**src/rtl/fetch_unit.sv**
```systemverilog
// Instruction fetch stage: keeps the PC, reads instruction and optional immediate
// words over a req/ack memory port, and holds the result until downstream takes it.
module fetch_unit #(
  parameter logic [15:0] RESET_PC    = 16'h0000,
  parameter logic [15:0] IMM_OP_MASK = 16'h00F0
) (
  input  logic        clk,
  input  logic        reset,
  output logic [15:0] mem_addr,
  output logic        mem_rd,
  input  logic [15:0] mem_data,
  input  logic        mem_ack,
  input  logic        pc_load,
  input  logic [15:0] pc_in,
  input  logic        take,
  output logic [15:0] IR,
  output logic [15:0] ImR,
  output logic [15:0] instr_pc,
  output logic        valid,
  output logic [15:0] pc
);

  localparam logic [1:0] FETCH_I   = 2'd0;
  localparam logic [1:0] FETCH_IMM = 2'd1;
  localparam logic [1:0] HOLD      = 2'd2;

  logic [1:0] state;
  logic       needs_imm;

  assign needs_imm = IMM_OP_MASK[mem_data[15:12]];
  assign mem_addr  = pc;
  assign mem_rd    = !reset && (state != HOLD);

  // NOTE: all state uses non-blocking assignments so every branch reads the
  // pre-edge pc/state values, regardless of statement order.
  always_ff @(posedge clk) begin
    if (reset) begin
      pc       <= RESET_PC;
      IR       <= 16'h0000;
      ImR      <= 16'h0000;
      instr_pc <= 16'h0000;
      valid    <= 1'b0;
      state    <= FETCH_I;
    end else if (pc_load) begin
      // A redirect drops any in-flight ack and flushes a held instruction.
      pc    <= pc_in;
      valid <= 1'b0;
      state <= FETCH_I;
    end else begin
      case (state)
        FETCH_I: begin
          if (mem_ack) begin
            IR       <= mem_data;
            instr_pc <= pc;
            pc       <= pc + 16'd1;
            if (needs_imm) begin
              state <= FETCH_IMM;
            end else begin
              ImR   <= 16'h0000;
              valid <= 1'b1;
              state <= HOLD;
            end
          end
        end
        FETCH_IMM: begin
          if (mem_ack) begin
            ImR   <= mem_data;
            pc    <= pc + 16'd1;
            valid <= 1'b1;
            state <= HOLD;
          end
        end
        HOLD: begin
          if (take) begin
            valid <= 1'b0;
            state <= FETCH_I;
          end
        end
        default: state <= FETCH_I;
      endcase
    end
  end

endmodule

```
**config.mk**
```make
export PLATFORM = sky130hd
export DESIGN_NAME = fetch_unit
export DESIGN_NICKNAME = d
export VERILOG_FILES = /design/src/rtl/fetch_unit.sv
export SDC_FILE = /design/constraint.sdc
export NUM_CORES = 1
export LEC_CHECK = 0
export CAP_MARGIN = 20
export CORE_MARGIN = 2
export CORE_UTILIZATION = 40
export DETAILED_ROUTE_END_ITERATION = 8
export GPL_TIMING_DRIVEN = 0
export PLACE_DENSITY_LB_ADDON = 0.3
export RECOVER_POWER = 100
export SLEW_MARGIN = 20
export SYNTH_ARGS = -nofsm -noshare
export SYNTH_HDL_FRONTEND = slang
export SYNTH_SLANG_ARGS = --single-unit
```
**constraint.sdc**
```tcl
create_clock -name clk -period 2.75 [get_ports clk]
set_input_delay 0.6875 -clock clk [delete_from_list [all_inputs] [get_ports clk]]
set_output_delay 0.6875 -clock clk [all_outputs]
set_load 0.005 [all_outputs]
```
==> results of run 1 <==
[cells in the mapped netlist, types with 2 or more instances]
| master | instances | share of area |
|---|---|---|
| nor2b_1 | 3 | 0.0065 |
| xnor2_1 | 5 | 0.015 |
| buf_4 | 17 | 0.044 |
| nor4_1 | 6 | 0.013 |
| inv_1 | 6 | 0.0078 |
| buf_2 | 5 | 0.0086 |
| xor2_1 | 3 | 0.0091 |
| dfxtp_1 | 67 | 0.46 |
| nand4_1 | 23 | 0.050 |
| nor3b_1 | 3 | 0.0078 |
| a2111oi_0 | 2 | 0.0060 |
| clkbuf_1 | 16 | 0.021 |
| nand2_1 | 92 | 0.12 |
| or4_4 | 2 | 0.0078 |
| nor2_1 | 20 | 0.026 |
| nand3_1 | 4 | 0.0069 |
| nor3_1 | 4 | 0.0069 |
| a211oi_1 | 8 | 0.021 |
| a2111oi_2 | 2 | 0.010 |
| a21oi_1 | 49 | 0.085 |
[worst max-delay path, delay by kind of cell]
kind                   cells  cell delay, ps
and+or+nand+nor            3            1000
AOI/OAI and AO/OA          1              70
buffers and inverters      2             980
[metal layers]
| layer | routed length [µm] | vias to the layer above | GRT usage |
|---|---|---|---|
| met3 | 704 | 13 | 0.0849 |
| li1 | - | 1475 | - |
| met4 | 138 | 0 | 0.0814 |
| met1 | 3510 | 1391 | 0.270 |
| met5 | 0 | - | 0 |
| met2 | 4030 | 95 | 0.362 |
[where the power goes]
part | total (W) | switching, W | internal, W
registers | 0.00105 | 0.0000421 | 0.00101
logic | 0.000318 | 0.000139 | 0.000179
clock network | 0.000826 | 0.000387 | 0.000439
[cells by family (layout without fill, tap and decap cells)]
logic type,Yosys count,count (layout),synth area share
AND/OR/NAND/NOR,169,169,0.283
AO/OA/AOI/OAI,66,66,0.138
adder cells (fa/ha/maj),1,1,0.00432
multiplexers,1,1,0.00345
flip-flops,67,67,0.463
XOR/XNOR,8,8,0.0242
buffers and inverters,45,177,0.0850
[area by class of cell]
| cell class | count | share of cell area |
|---|---|---|
| buffer | 37 | 0.0488 |
| clock buffer | 11 | 0.0323 |
| clock inverter | 5 | 0.0120 |
| inverter | 6 | 0.00514 |
| multi-input combinational | 245 | 0.298 |
| sequential | 67 | 0.306 |
| tap | 99 | 0.0283 |
| timing repair buffer | 118 | 0.270 |
[sequential cells by signal, summed over array words and instances, names as in the netlist]
signal,flops
IR,16
ImR,16
instr_pc,16
mem_addr,16
state,2
valid,1
[repair_timing]
| item | 4_1_cts | 5_1_grt |
|---|---|---|
| endpoints found under the setup margin | 1 | 0 |
| buffers inserted | 0 | 0 |
| gates resized for setup | 3 | 0 |
[stage by stage]
step	area, µm²	utilization	TNS, ps
floorplan	2900	-	0
global placement	4200	0.589	-600
detailed placement	4200	0.589	-634
CTS	4390	0.615	0
global route	4380	0.614	0
finish	4380	0.614	0
[path summary, 6_finish.rpt]
| check | slack (ps) | cells past startpoint | startpoint | end |
|---|---|---|---|---|
| setup / recovery | 220 | 6 | mem_ack | ImR[10]$_SDFFE_PP0P_ |
| hold / removal | 450 | 2 | ImR[0]$_SDFFE_PP0P_ | ImR[0]$_SDFFE_PP0P_ |
| setup reg to reg | 810 | 5 | mem_addr[0]$_SDFFE_PP0P_ | mem_addr[12]$_SDFFE_PP0P_ |
| hold reg to reg | 450 | 2 | ImR[0]$_SDFFE_PP0P_ | ImR[0]$_SDFFE_PP0P_ |
==> qor.csv, run 1 <==
metric,value,unit
status,"complete, no violations",
cts_made_buffers,9,
cp_max_fo,10,
ys.warnings.count,0,
num_rows,31,
synth_edf_count,0,
clkSlewWorstSetupHoldPaths,70,ps
path_common_cell,nand2_1,
die_h,89.1,µm
maxCapViolations,0,
drtIter0Drc,79,
gp_congestion,0.796,
layout_common_cells,"nand2_1 (92), dlygate4sd3_1 (68), dfxtp_1 (67)",
instances_no_fill,588,
end_kind,flop,
path_cells,dlygate4sd3_1 > nor3b_2 > nand2_1 > clkbuf_2 > nand2_1 > a21oi_1,
leakage,1.74,nW
num_vias,2974,
grt_pass1_vias,2857,
htreeDepth,3,
slowest_delay,700,ps
multi_input_area,1310,µm²
setup_viol,0,
area_growth,51.2,%
syn_inst,357,
startpoint_type,primary input,
ys_seq_area_frac,0.463,
fillers,663,
clock_latency,350,ps
cts_root_buf,clkbuf_8,
critPathArrivalTime,2740,ps
setup_ws,223,ps
ir_drop,308,µV
hold_viol_final,0,
antenna_found_initial,0,
async_reset_ff_frac,0,
antennaDiodeCount,0,
place_hpwl,6.20,mm
ys_ff_latch,67,
place_ws,-634,ps
min_period,2530,ps
hp-class,flop to flop,
power_density,500,nW/µm²
drv_slew,0,
tightest_slew,608,ps
drtPass1Iterations,5,
nets,522,
core-area,7140,µm²
ant_nets,0,
yosysUniqueCellTypes,40,
hold_buffers,0,
required,2960,ps
track_usage,0.223,
synth_ff_type,dfxtp_1,
grt_pass1_wl,13.8,mm
vias_per_cell,5.06,
clock_skew,5.80,ps
portBuffers,118,
wl,8.38,mm
syn_nets,395,
clock_path_buffers,2,
regArea,1340,µm²
initial_core_util,0.406,
rsz0062_at_grt,no,
gr-total-overflow,0,
grt_max_degree,24,
layout-drive-gt1-share,0.0961,
syn-cell-area,2900,µm²
placedCellCount,574,
dieArea,7940,µm²
avgSynthCellArea,8.12,µm²
wl_per_cell,14.3,µm
timing.fmax,0.396,GHz
hold_ws,452,ps
slowest_stage,dlygate4sd3_1,
final_common_cell,nand2_1,
design_power_total,0.00219,W
cts_tree,yes,
slew_headroom,0.593,
ios,119,
post-route-period-util,0.919,
worstSetupPathType,primary input to flop,
drc_errors,0,
clock_sinks,67,
fp.dieW,89.1,µm
Note: power is estimated with default switching activity, not from simulation.
==> run 2, diff against run 1 <==
clock period = 2.55 ns   (was 2.75 ns; I/O delays follow)
==> qor.csv, run 2 (synthesized netlist as in run 1, its figures left out) <==
metric,value,unit,change
cts_setup_buffers,0,,unchanged
portBuffers,118,,unchanged
post-route-period-util,0.944,,
min_period,2410,ps,
vias_per_cell,5.06,,unchanged
clkSlewWorstSetupHoldPaths,70,ps,about the same
drtPass1Iterations,5,,unchanged
wl,8.38,mm,unchanged
core-area,7140,µm²,unchanged
dieArea,7940,µm²,unchanged
end_kind,primary output,,
maxCapViolations,0,,unchanged
fp.dieW,89.1,µm,unchanged
grt_pass1_vias,2857,,unchanged
required,1910,ps,-1050 ps
track_usage,0.223,,unchanged
dpl-instance-area,4200,µm²,unchanged
antenna_found_initial,0,,unchanged
antennaDiodeCount,0,,unchanged
ios,119,,unchanged
worstSetupPathType,primary input to primary output,,
clkPwrFrac,0.377,,about the same
clock_path_buffers,2,,unchanged
htreeDepth,3,,unchanged
setup_tns,0,ps,unchanged
cp_max_fo,23,,+13
nets,522,,unchanged
initial_core_util,0.406,,unchanged
grt_max_degree,24,,unchanged
hp-class,flop to flop,,
rsz0062_at_grt,no,,
startpoint_type,primary input,,
num_rows,31,,unchanged
clock_skew,5.80,ps,unchanged
leakage,1.74,nW,about the same
timing.fmax,0.415,GHz,
power_density,540,nW/µm²,+7.9%
final_cell_area,4380,µm²,unchanged
ant_nets,0,,unchanged
hold_viol_final,0,,unchanged
drv_slew,0,,unchanged
clock_sinks,67,,unchanged
tightest_slew,608,ps,+0.0355 ps
p_sw_frac,0.259,,about the same
cts_tree,yes,,
status,"complete, no violations",,
place_hpwl,6.20,mm,unchanged
final_common_cell,nand2_1,,
cts_made_buffers,9,,unchanged
drc_errors,0,,unchanged
drtIter0Drc,79,,unchanged
critPathArrivalTime,1770,ps,-970 ps
gp_congestion,0.796,,unchanged
ir_drop,332,µV,+7.8%
die_h,89.1,µm,unchanged
num_vias,2974,,unchanged
p_sw,0.000613,W,+7.8%
final_util,0.614,,unchanged
setup_viol,0,,unchanged
intPower,0.00175,W,+7.9%
wl_per_cell,14.3,µm,unchanged
clock_latency,350,ps,about the same
slew_headroom,0.593,,about the same
area_growth,51.2,%,unchanged
layout-drive-gt1-share,0.0961,,unchanged
layout_common_cells,"nand2_1 (92), dfxtp_1 (67), dlygate4sd3_1 (67)",,
seqPwrFrac,0.478,,about the same
hold_buffers,0,,unchanged
pwr-share-comb,0.145,,about the same
gr-total-overflow,0,,unchanged
grt_pass1_wl,13.8,mm,unchanged
cts_root_buf,clkbuf_8,,
## run 2: cell count changes in the layout (fill, tap and decap cells not counted), sizes merged
cell and change:
dlygate4sd3 -1, clkdlybuf4s50 +1
## run 2: power groups by stage
stage / clock [W] / sequential (W) / combinational, W
after floorplan: 0 / 0.00115 / 0.000150
after global placement: 0 / 0.00116 / 0.000356
after detailed placement: 0 / 0.00116 / 0.000362
after CTS: 0.000894 / 0.00113 / 0.000363
after global routing: 0.000947 / 0.00114 / 0.000377
final: 0.000891 / 0.00113 / 0.000343
## run 2: per-stage QoR
stage	instances	power, W	setup WS [ps]	hold WS (ps)
after floorplan	357	0.00130	615	448
after global placement	574	0.00151	-700	437
after detailed placement	574	0.00152	-734	446
after CTS	588	0.00239	134	457
after global routing	588	0.00246	28.2	478
final	588	0.00236	143	452
## run 2: what timing repair did
item                       CTS  global route
resized for setup            3             0
hold endpoints to repair     0             0
setup endpoints to repair    1             0
## run 2: path summary, 6_finish.rpt
path	startpoint	depth (start not counted)	end	slack (ps)
setup / recovery	reset	3	mem_rd	140
hold / removal	ImR[0]$_SDFFE_PP0P_	2	ImR[0]$_SDFFE_PP0P_	450
setup reg to reg	mem_addr[0]$_SDFFE_PP0P_	5	mem_addr[12]$_SDFFE_PP0P_	610
hold reg to reg	ImR[0]$_SDFFE_PP0P_	2	ImR[0]$_SDFFE_PP0P_	450
## run 2: per-layer routing
| layer | vias up | part of all wire | global-route usage |
|---|---|---|---|
| li1 | 1475 | - | - |
| met1 | 1391 | 0.42 | 0.270 |
| met2 | 95 | 0.48 | 0.362 |
| met3 | 13 | 0.084 | 0.0849 |
| met4 | 0 | 0.016 | 0.0814 |
| met5 | - | 0 | 0 |
## run 2: cell type report
class / count / area, µm²
Tap cell: 99 / 124
Fill cell: 663 / 2750
Sequential cell: 67 / 1340
Clock inverter: 5 / 52.6
Buffer: 37 / 214
Multi-Input combinational cell: 245 / 1310
Inverter: 6 / 22.5
Clock buffer: 11 / 141
Timing Repair Buffer: 118 / 1180
## run 2: worst max-delay path, cell delays in order
cell	delay, ps
clkdlybuf4s15_2	410
nor2_1	200
clkdlybuf4s50_1	520
==> run 3, diff against run 2 <==
CORE_MARGIN = 4   (was 2)
==> qor.csv, run 3 (synthesized netlist as in run 1, its figures left out) <==
metric,value,unit,change
cts_setup_buffers,0,,unchanged
final_common_cell,nand2_1,,
worstSetupPathType,primary input to primary output,,
critPathArrivalTime,1820,ps,+50 ps
cts_tree,yes,,
wl_per_cell,15.0,µm,+5.3%
drtIter0Drc,136,,+72%
num_rows,30,,-3.2%
multi_input_area,1290,µm²,-0.96%
cts_root_buf,clkbuf_8,,
slew_headroom,0.625,,+0.0327
status,"complete, no violations",,
maxCapViolations,0,,unchanged
path_cells,clkdlybuf4s15_2 > buf_2 > nor2_1 > clkdlybuf4s50_1,,
clock_path_buffers,2,,unchanged
ant_nets,0,,unchanged
place_hpwl,6.46,mm,+4.3%
clkSlewWorstSetupHoldPaths,70,ps,about the same
ios,119,,unchanged
num_vias,2943,,-1.0%
placedCellCount,571,,-0.52%
clock_sinks,67,,unchanged
vias_per_cell,5.02,,-0.70%
gr-total-overflow,0,,unchanged
timing.fmax,0.407,GHz,-2.0%
leakage,1.72,nW,-1.3%
grt_max_degree,15,,-38%
slowest_stage,clkdlybuf4s50_1,,
nets,523,,+0.19%
hp-class,flop to flop,,
core-area,6910,µm²,-3.2%
post-route-period-util,0.963,,+0.0193
design_power_total,0.00240,W,+1.5%
antennaDiodeCount,0,,unchanged
gp_congestion,0.829,,+4.1%
initial_core_util,0.420,,+0.0135
portBuffers,118,,unchanged
instances_no_fill,586,,-0.34%
hold_ws,451,ps,-1.24 ps
layout_common_cells,"nand2_1 (92), dfxtp_1 (67), dlygate4sd3_1 (67)",,
track_usage,0.213,,-0.0101
cts_made_buffers,9,,unchanged
min_period,2460,ps,+49.3 ps
drtPass1Iterations,5,,unchanged
dieArea,8670,µm²,+9.2%
antenna_found_initial,0,,unchanged
ir_drop,315,µV,-5.2%
hold_buffers,0,,unchanged
grt_pass1_vias,3038,,+6.3%
slowest_delay,510,ps,about the same
critPathBufInv,3,,+1
die_h,93.1,µm,+4.5%
end_kind,primary output,,
layout-drive-gt1-share,0.0918,,-0.00428
tightest_slew,560,ps,-48.8 ps
grt_pass1_wl,14.6,mm,+6.0%
area_growth,51.2,%,about the same
rsz0062_at_grt,no,,
drv_slew,0,,unchanged
regArea,1340,µm²,unchanged
power_density,547,nW/µm²,+1.5%
cp_max_fo,14,,-39%
htreeDepth,3,,unchanged
startpoint_type,primary input,,
setup_viol,0,,unchanged
fp.dieW,93.1,µm,+4.5%
r2r_slack,560,ps,-50 ps
drc_errors,0,,unchanged
wl,8.80,mm,+4.9%
fillers,639,,-3.6%
crit_family,buffers and inverters,,
clock_skew,9.31,ps,+3.51 ps
clock_latency,340,ps,about the same
hold_viol_final,0,,unchanged
required,1910,ps,about the same
run 3: cell types whose count changed in the layout (fill, tap and decap cells not counted):
| cell | change |
|---|---|
| clkinv_2 | -3 |
| clkbuf_1 | +2 |
| clkbuf_8 | +2 |
| a2111oi_0 | -1 |
| a2111oi_2 | +1 |
| buf_2 | +1 |
| clkinvlp_4 | -1 |
| nand4b_1 | +1 |
| nand4b_4 | -1 |
| or4_1 | +1 |
| or4_4 | -1 |
run 3: report_power, final:
part | leakage [nW] | total (W) | internal [W] | switching, W
sequential | 0.546 | 0.00113 | 0.00109 | 0.0000462
combinational | 1.07 | 0.000345 | 0.000194 | 0.000151
clock | 0.104 | 0.000923 | 0.000534 | 0.000389
run 3: per-layer routing:
layer,share of wire,track usage,vias to the layer above,wire (µm)
met4,0.016,0.0830,0,144
met3,0.089,0.0821,15,786
met2,0.47,0.340,112,4120
li1,-,-,1478,-
met1,0.43,0.259,1338,3740
met5,0,0,-,0
run 3: final timing paths:
path                       startpoint                        end  cells past startpoint
max                             reset                     mem_rd                      4
min               IR[12]$_SDFFE_PP0P_        IR[12]$_SDFFE_PP0P_                      2
max reg2reg  mem_addr[2]$_SDFFE_PP0P_  mem_addr[13]$_SDFFE_PP0P_                      4
min reg2reg       IR[12]$_SDFFE_PP0P_        IR[12]$_SDFFE_PP0P_                      2
run 3: worst reg2reg max path: stages, from the launching register on:
cell and delay [ps]:
dfxtp_1 470, nand4b_1 400, or4_1 670, nor3b_1 250, a2111oi_2 80
run 3: final cells by class:
type                    count  share of cell area
multi-input cells         245               0.295
flip-flops and latches     67               0.306
inverters                   6             0.00514
well taps                  96              0.0274
clock buffers              15              0.0402
repair buffers            118               0.270
plain buffers              38              0.0499
clock inverters             1             0.00685
run 3: repair_timing:
item | 4_1_cts | 5_1_grt
resized for setup | 4 | 1
pin swaps | 0 | 0
setup endpoints to repair | 1 | 1
run 3: through the flow:
stage	setup TNS, ps	setup WS [ps]	instance area [µm²]	utilization
5_1_grt	0	14.8	4380	0.635
3_3_place_gp	-4280	-673	4200	0.608
4_1_cts	0	64.9	4410	0.638
2_1_floorplan	0	615	2900	-
6_report	0	93.6	4380	0.635
3_5_place_dp	-4900	-675	4200	0.608
